<file path="src/rtl/serial_adder_pkg.sv">
// Shared definitions for the bit-serial adder: FSM state encoding and default width.
package serial_adder_pkg;

    localparam int DEFAULT_WIDTH = 8;

    typedef enum logic [1:0] {
        IDLE = 2'b00,
        RUN  = 2'b01,
        DONE = 2'b10
    } state_e;

endpackage

</file>
<file path="src/rtl/half_adder.sv">
// Half-adder cell: sum and carry of two single bits.
module half_adder (
    input  logic a,
    input  logic b,
    output logic s,
    output logic c
);

    assign s = a ^ b;
    assign c = a & b;

endmodule

</file>
<file path="src/rtl/serial_adder_full_adder.sv">
// Full adder built from two half-adder cells with their carries ORed together.
module full_adder (
    input  logic x,
    input  logic y,
    input  logic ci,
    output logic s,
    output logic co
);

    logic partialSum;
    logic carry1;
    logic carry2;

    half_adder ha0 (
        .a (x),
        .b (y),
        .s (partialSum),
        .c (carry1)
    );

    half_adder ha1 (
        .a (partialSum),
        .b (ci),
        .s (s),
        .c (carry2)
    );

    assign co = carry1 | carry2;

endmodule

</file>
<file path="src/rtl/serial_adder.sv">
// Bit-serial WIDTH-bit adder: one full adder plus a registered carry, LSB first,
// one result per start with a single-cycle done pulse.
module serial_adder
    import serial_adder_pkg::*;
#(
    parameter int WIDTH = DEFAULT_WIDTH
) (
    input  logic             clk,
    input  logic             rst,
    input  logic             start,
    input  logic [WIDTH-1:0] a,
    input  logic [WIDTH-1:0] b,
    output logic             busy,
    output logic             done,
    output logic [WIDTH-1:0] sum,
    output logic             cout
);

    localparam int CW = $clog2(WIDTH);
    localparam logic [CW-1:0] LAST_BIT = CW'(WIDTH - 1);

    state_e           state_q;
    logic [WIDTH-1:0] aSr_q;
    logic [WIDTH-1:0] bSr_q;
    logic [WIDTH-1:0] sSr_q;
    logic             c_q;
    logic [CW-1:0]    cnt_q;
    logic [WIDTH-1:0] sum_q;
    logic             cout_q;

    logic             sumBit;
    logic             carryBit;
    logic [WIDTH-1:0] sSr_d;

    full_adder fa (
        .x  (aSr_q[0]),
        .y  (bSr_q[0]),
        .ci (c_q),
        .s  (sumBit),
        .co (carryBit)
    );

    assign sSr_d = {sumBit, sSr_q[WIDTH-1:1]};

    // A start seen in DONE reloads exactly as from IDLE, giving back-to-back operation.
    always_ff @(posedge clk or posedge rst) begin
        if (rst) begin
            state_q <= IDLE;
            aSr_q   <= '0;
            bSr_q   <= '0;
            sSr_q   <= '0;
            c_q     <= 1'b0;
            cnt_q   <= '0;
            sum_q   <= '0;
            cout_q  <= 1'b0;
        end else begin
            case (state_q)
                IDLE, DONE: begin
                    if (start) begin
                        aSr_q   <= a;
                        bSr_q   <= b;
                        sSr_q   <= '0;
                        c_q     <= 1'b0;
                        cnt_q   <= '0;
                        state_q <= RUN;
                    end else begin
                        state_q <= IDLE;
                    end
                end
                RUN: begin
                    aSr_q <= aSr_q >> 1;
                    bSr_q <= bSr_q >> 1;
                    sSr_q <= sSr_d;
                    c_q   <= carryBit;
                    if (cnt_q == LAST_BIT) begin
                        sum_q   <= sSr_d;
                        cout_q  <= carryBit;
                        state_q <= DONE;
                    end else begin
                        cnt_q <= cnt_q + 1'b1;
                    end
                end
                default: state_q <= IDLE;
            endcase
        end
    end

    assign busy = (state_q == RUN);
    assign done = (state_q == DONE);
    assign sum  = sum_q;
    assign cout = cout_q;

endmodule

</file>
<file path="config.mk">
export PLATFORM = sky130hd
export DESIGN_NAME = serial_adder
export DESIGN_NICKNAME = d
export VERILOG_FILES = /design/src/rtl/serial_adder_pkg.sv /design/src/rtl/half_adder.sv /design/src/rtl/serial_adder_full_adder.sv /design/src/rtl/serial_adder.sv
export SDC_FILE = /design/constraint.sdc
export NUM_CORES = 1
export LEC_CHECK = 0
export ABC_AREA = 1
export CAP_MARGIN = 20
export CORE_MARGIN = 2
export CORE_UTILIZATION = 25
export CTS_CLUSTER_DIAMETER = 100
export DETAILED_ROUTE_END_ITERATION = 8
export DONT_BUFFER_PORTS = 1
export PLACE_DENSITY = 0.4
export SETUP_SLACK_MARGIN = 0.15
export SLEW_MARGIN = 20
export SYNTH_ARGS = -nofsm -noshare
export SYNTH_HDL_FRONTEND = slang
export SYNTH_SLANG_ARGS = --single-unit
</file>
<file path="constraint.sdc">
create_clock -name clk -period 1.4 [get_ports clk]
set_input_delay 0.35 -clock clk [delete_from_list [all_inputs] [get_ports clk]]
set_output_delay 0.35 -clock clk [all_outputs]
set_load 0.005 [all_outputs]
</file>
==> results of run 1 <==
## state kept, by name, indices dropped and copies added (netlist names)
signal / count
aSr_q: 8
bSr_q: 8
c_q: 1
cnt_q: 3
cout: 1
sSr_q: 7
state_q: 2
sum: 8
## logic make-up (layout without fill, tap and decap cells)
kind of cell / count (synthesis) / count (layout) / share of synthesized area (%)
AO/OA/AOI/OAI: 16 / 16 / 6.81
adder cells (fa/ha/maj): 3 / 3 / 2.38
AND/OR/NAND/NOR: 112 / 113 / 27.8
flip-flops: 38 / 38 / 50.2
buffers and inverters: 51 / 72 / 12.8
## repair_timing
item	in CTS	in global routing
cloned	1	2
buffers inserted	6	3
setup endpoints to repair	5	28
pin swaps	5	5
hold buffers	1	0
hold endpoints to repair	21	0
gates resized for setup	5	29
## per-stage QoR
step,cells,setup WS (ns),instance area (µm²),hold slack [ns]
after floorplan,220,0.167,1900,0.449
after global placement,320,0.0755,2060,0.321
after detailed placement,320,0.0787,2060,0.318
after CTS,336,0.0210,2240,0.172
after global routing,341,0.00237,2430,0.197
final,341,0.0505,2430,0.181
## power groups by stage
| stage | clock (mW) | sequential, mW | combinational, mW |
|---|---|---|---|
| CTS | 0.844 | 1.94 | 2.46 |
| global route | 0.883 | 1.99 | 3.28 |
| global placement | 0 | 1.94 | 2.26 |
| floorplan | 0 | 1.86 | 1.81 |
| detailed placement | 0 | 1.95 | 2.26 |
| finish | 0.810 | 1.93 | 2.93 |
## area by class of cell
type	count	area (µm²)	area share [%]
multi-input cells	132	815	33.5
well taps	99	124	5.10
inverters	43	171	7.05
flip-flops and latches	38	952	39.2
clock buffers	6	82.6	3.40
repair buffers	21	274	11.3
clock inverters	2	12.5	0.515
## worst max-delay path, cell delays in order, from the launching register on
cell                      delay, ns
sky130_fd_sc_hd__dfrtp_1       0.42
sky130_fd_sc_hd__inv_2         0.13
sky130_fd_sc_hd__nor2_8        0.04
sky130_fd_sc_hd__buf_6         0.13
## worst max-delay path by stage
stage               endpoint  slack (ns)  cells past startpoint        from
global route            done       0.002                      2  state_q[1]
global placement    cnt_q[2]        0.08                      6    cnt_q[0]
floorplan           cnt_q[0]        0.17                      6    cnt_q[0]
finish                  busy        0.05                      3  state_q[0]
CTS                     busy        0.02                      3  state_q[0]
detailed placement  cnt_q[2]        0.08                      6    cnt_q[0]
## layer usage
layer  part of all wire [%]  vias to the layer above
li1                       -                      706
met1                     46                      671
met2                     49                       27
met3                    4.4                        4
met4                   0.97                        0
met5                      0                        -
## layout by cell type, fill, tap and decap left out, drive strengths merged, types with 2 or more instances in the layout
cell | synthesis | routed
dfrtp | 38 | 38
o21ai | 16 | 16
buf | 7 | 19
nor2 | 2 | 2
clkbuf | 1 | 7
nand2 | 78 | 79
ha | 2 | 2
nand3 | 31 | 31
inv | 43 | 43
==> impl_metrics.prom, run 1 <==
# TYPE chip_impl_metric gauge
chip_impl_info{name="status",value="finished, final reports clean"} 1
chip_impl_info{name="gr-max-usage-layer",value="met2"} 1
chip_impl_metric{name="report.final.setup_viol",unit=""} 0
chip_impl_metric{name="leakage_power_summed_over_all_cells",unit="nW"} 1.26
chip_impl_info{name="criticalPathCategory",value="register to output port"} 1
chip_impl_metric{name="floorplan.die.height",unit="µm"} 91.0
chip_impl_metric{name="layout.core_utilization",unit="%"} 33.3
chip_impl_metric{name="comb_power_share",unit="%"} 51.7
chip_impl_metric{name="async_flop_share",unit="%"} 100
chip_impl_metric{name="pin_count",unit=""} 30
chip_impl_metric{name="synth_area",unit="mm²"} 0.00189
chip_impl_metric{name="power.density",unit="mW/mm²"} 2330
chip_impl_metric{name="r2r_slack",unit="ns"} 0.11
chip_impl_metric{name="insertion_delay",unit="ns"} 0.29
chip_impl_info{name="post-synth-top-count-cell",value="sky130_fd_sc_hd__nand2_1"} 1
chip_impl_metric{name="power_report.internal_total",unit="mW"} 3.36
chip_impl_metric{name="grt_antenna_before_repair",unit=""} 0
chip_impl_metric{name="routed-via-count",unit=""} 1408
chip_impl_metric{name="report.final.hold_viol_count",unit=""} 0
chip_impl_metric{name="critical_path_arrival",unit="ns"} 1.00
chip_impl_metric{name="fp.dieW",unit="µm"} 91.0
chip_impl_metric{name="synth_nets",unit=""} 242
chip_impl_metric{name="synth-seq-area-share",unit="%"} 50.2
chip_impl_metric{name="drt_iter0_markers",unit=""} 51
chip_impl_metric{name="synth.ff_latch_count",unit=""} 38
chip_impl_metric{name="avgRoutedWirePerCell",unit="µm"} 12.0
chip_impl_info{name="critical_path.endpoint_type",value="output port"} 1
chip_impl_info{name="synth_top_area_cell",value="sky130_fd_sc_hd__dfrtp_1"} 1
chip_impl_info{name="setup_repair_after_global_routing_missed_its_margin",value="true"} 1
chip_impl_info{name="ys_top_cells_by_count",value="sky130_fd_sc_hd__nand2_1, sky130_fd_sc_hd__inv_1, sky130_fd_sc_hd__dfrtp_1"} 1
chip_impl_info{name="r2r-end",value="cnt_q[0]"} 1
chip_impl_metric{name="met3_track_demand_over_resource_in_global_routing",unit="%"} 3.40
chip_impl_metric{name="syn_inst",unit=""} 220
chip_impl_metric{name="port_buffers",unit=""} 0
chip_impl_metric{name="sequentialPowerShare",unit="%"} 34.0
chip_impl_info{name="hold_start",value="a[7]"} 1
chip_impl_info{name="crit-reg2reg-launch",value="cnt_q[0]"} 1
chip_impl_info{name="clock-root-buffer",value="sky130_fd_sc_hd__clkbuf_8"} 1
chip_impl_metric{name="required_time_at_the_endpoint_of_the_critical_path",unit="ns"} 1.05
chip_impl_metric{name="layout_worst_path_cycle_share",unit="%"} 96.4
chip_impl_metric{name="use_met1",unit="%"} 12.8
chip_impl_metric{name="highest_achievable_clock_rate",unit="MHz"} 741
chip_impl_metric{name="cts_inserted_buffers",unit=""} 5
chip_impl_info{name="critical_path.startpoint_type",value="register"} 1
chip_impl_metric{name="ant_nets",unit=""} 0
chip_impl_metric{name="start_util",unit="%"} 26.0
chip_impl_metric{name="total_number_of_clock_tree_sinks",unit=""} 38
chip_impl_metric{name="cts.reportedPaths.clkPinSlew",unit="ns"} 0.08
chip_impl_metric{name="drt_first_pass_iters",unit=""} 4
chip_impl_metric{name="power.switching_fraction",unit="%"} 40.7
chip_impl_metric{name="worst_hold_path.num_cells",unit=""} 2
chip_impl_metric{name="htree_num_levels",unit=""} 2
chip_impl_metric{name="max-slew-margin-rel",unit="%"} 85.1
chip_impl_metric{name="grt_max_degree",unit=""} 39
chip_impl_metric{name="final_period_minus_worst_setup_slack",unit="ns"} 1.35
chip_impl_metric{name="finalMaxSlewViolations",unit=""} 0
chip_impl_metric{name="globalRouteOverflowTotal",unit=""} 0
chip_impl_metric{name="worstRegToRegCells",unit=""} 6
chip_impl_metric{name="grt_first_pass_wirelength",unit="mm"} 6.56
chip_impl_metric{name="layout-area-overhead-vs-synth",unit="%"} 28.4
chip_impl_metric{name="final_layout_size_suffix_gt1_share",unit="%"} 28.9
chip_impl_metric{name="drt-total-wl",unit="mm"} 4.10
chip_impl_metric{name="groute.usage.overall",unit="%"} 10.1
chip_impl_metric{name="detailedPlacementHpwl",unit="mm"} 2.58
chip_impl_metric{name="ir_worst_vdd",unit="mV"} 0.749
chip_impl_metric{name="syn_area_per_cell",unit="µm²"} 8.60
chip_impl_info{name="worstHoldPathType",value="input port to register"} 1
chip_impl_metric{name="final.setup.tns",unit="ns"} 0
chip_impl_info{name="ys_top_cells_by_area",value="sky130_fd_sc_hd__dfrtp_1, sky130_fd_sc_hd__nand2_1, sky130_fd_sc_hd__nand3_1"} 1
chip_impl_metric{name="max_cap_viol_count",unit=""} 0
chip_impl_metric{name="final_setup_skew",unit="ns"} 0.00441
chip_impl_metric{name="worst_pin_slew",unit="ns"} 0.224
chip_impl_metric{name="worst-path-max-fanout",unit=""} 5
chip_impl_info{name="cts_tree",value="yes"} 1
chip_impl_metric{name="fillers",unit=""} 823
chip_impl_metric{name="clockBufferDepth",unit=""} 2
chip_impl_metric{name="drc_errors",unit=""} 0
chip_impl_metric{name="antenna-diode-count",unit=""} 0
chip_impl_metric{name="routed_via_density",unit=""} 4.13
chip_impl_metric{name="yosys_warnings",unit=""} 0
chip_impl_metric{name="floorplan_core_area",unit="mm²"} 0.00729
chip_impl_metric{name="globalplace.congestion",unit=""} 0.669
chip_impl_metric{name="dieArea",unit="mm²"} 0.00828
chip_impl_metric{name="final_stage_net_count",unit=""} 263
chip_impl_metric{name="synth_top_area_share",unit="%"} 50.2
chip_impl_metric{name="power",unit="mW"} 5.66
chip_impl_metric{name="std_cell_rows",unit=""} 31
chip_impl_metric{name="synth_enable_flop_cells",unit=""} 0
chip_impl_metric{name="grtUsageMet2",unit="%"} 16.2
chip_impl_metric{name="synth_cell_types",unit=""} 20
chip_impl_metric{name="p_sw",unit="mW"} 2.30
chip_impl_metric{name="power.clock.fraction",unit="%"} 14.3
chip_impl_info{name="yosys_most_used_dff",value="sky130_fd_sc_hd__dfrtp_1"} 1
chip_impl_info{name="worst_min_delay_path_endpoint",value="aSr_q[7]"} 1
chip_impl_metric{name="first_global_vias",unit=""} 1312
Note: power is estimated with default switching activity, not from simulation.
==> inputs of run 2 (changes only) <==
--- a/config.mk
+++ b/config.mk
@@ -12,6 +12,7 @@
 export CTS_CLUSTER_DIAMETER = 100
 export DETAILED_ROUTE_END_ITERATION = 8
 export DONT_BUFFER_PORTS = 1
+export HOLD_SLACK_MARGIN = 0.05
 export PLACE_DENSITY = 0.4
 export SETUP_SLACK_MARGIN = 0.15
 export SLEW_MARGIN = 20
==> results of run 2 <==
Same layout as run 1: the final DEF is identical, and so are final timing and power.
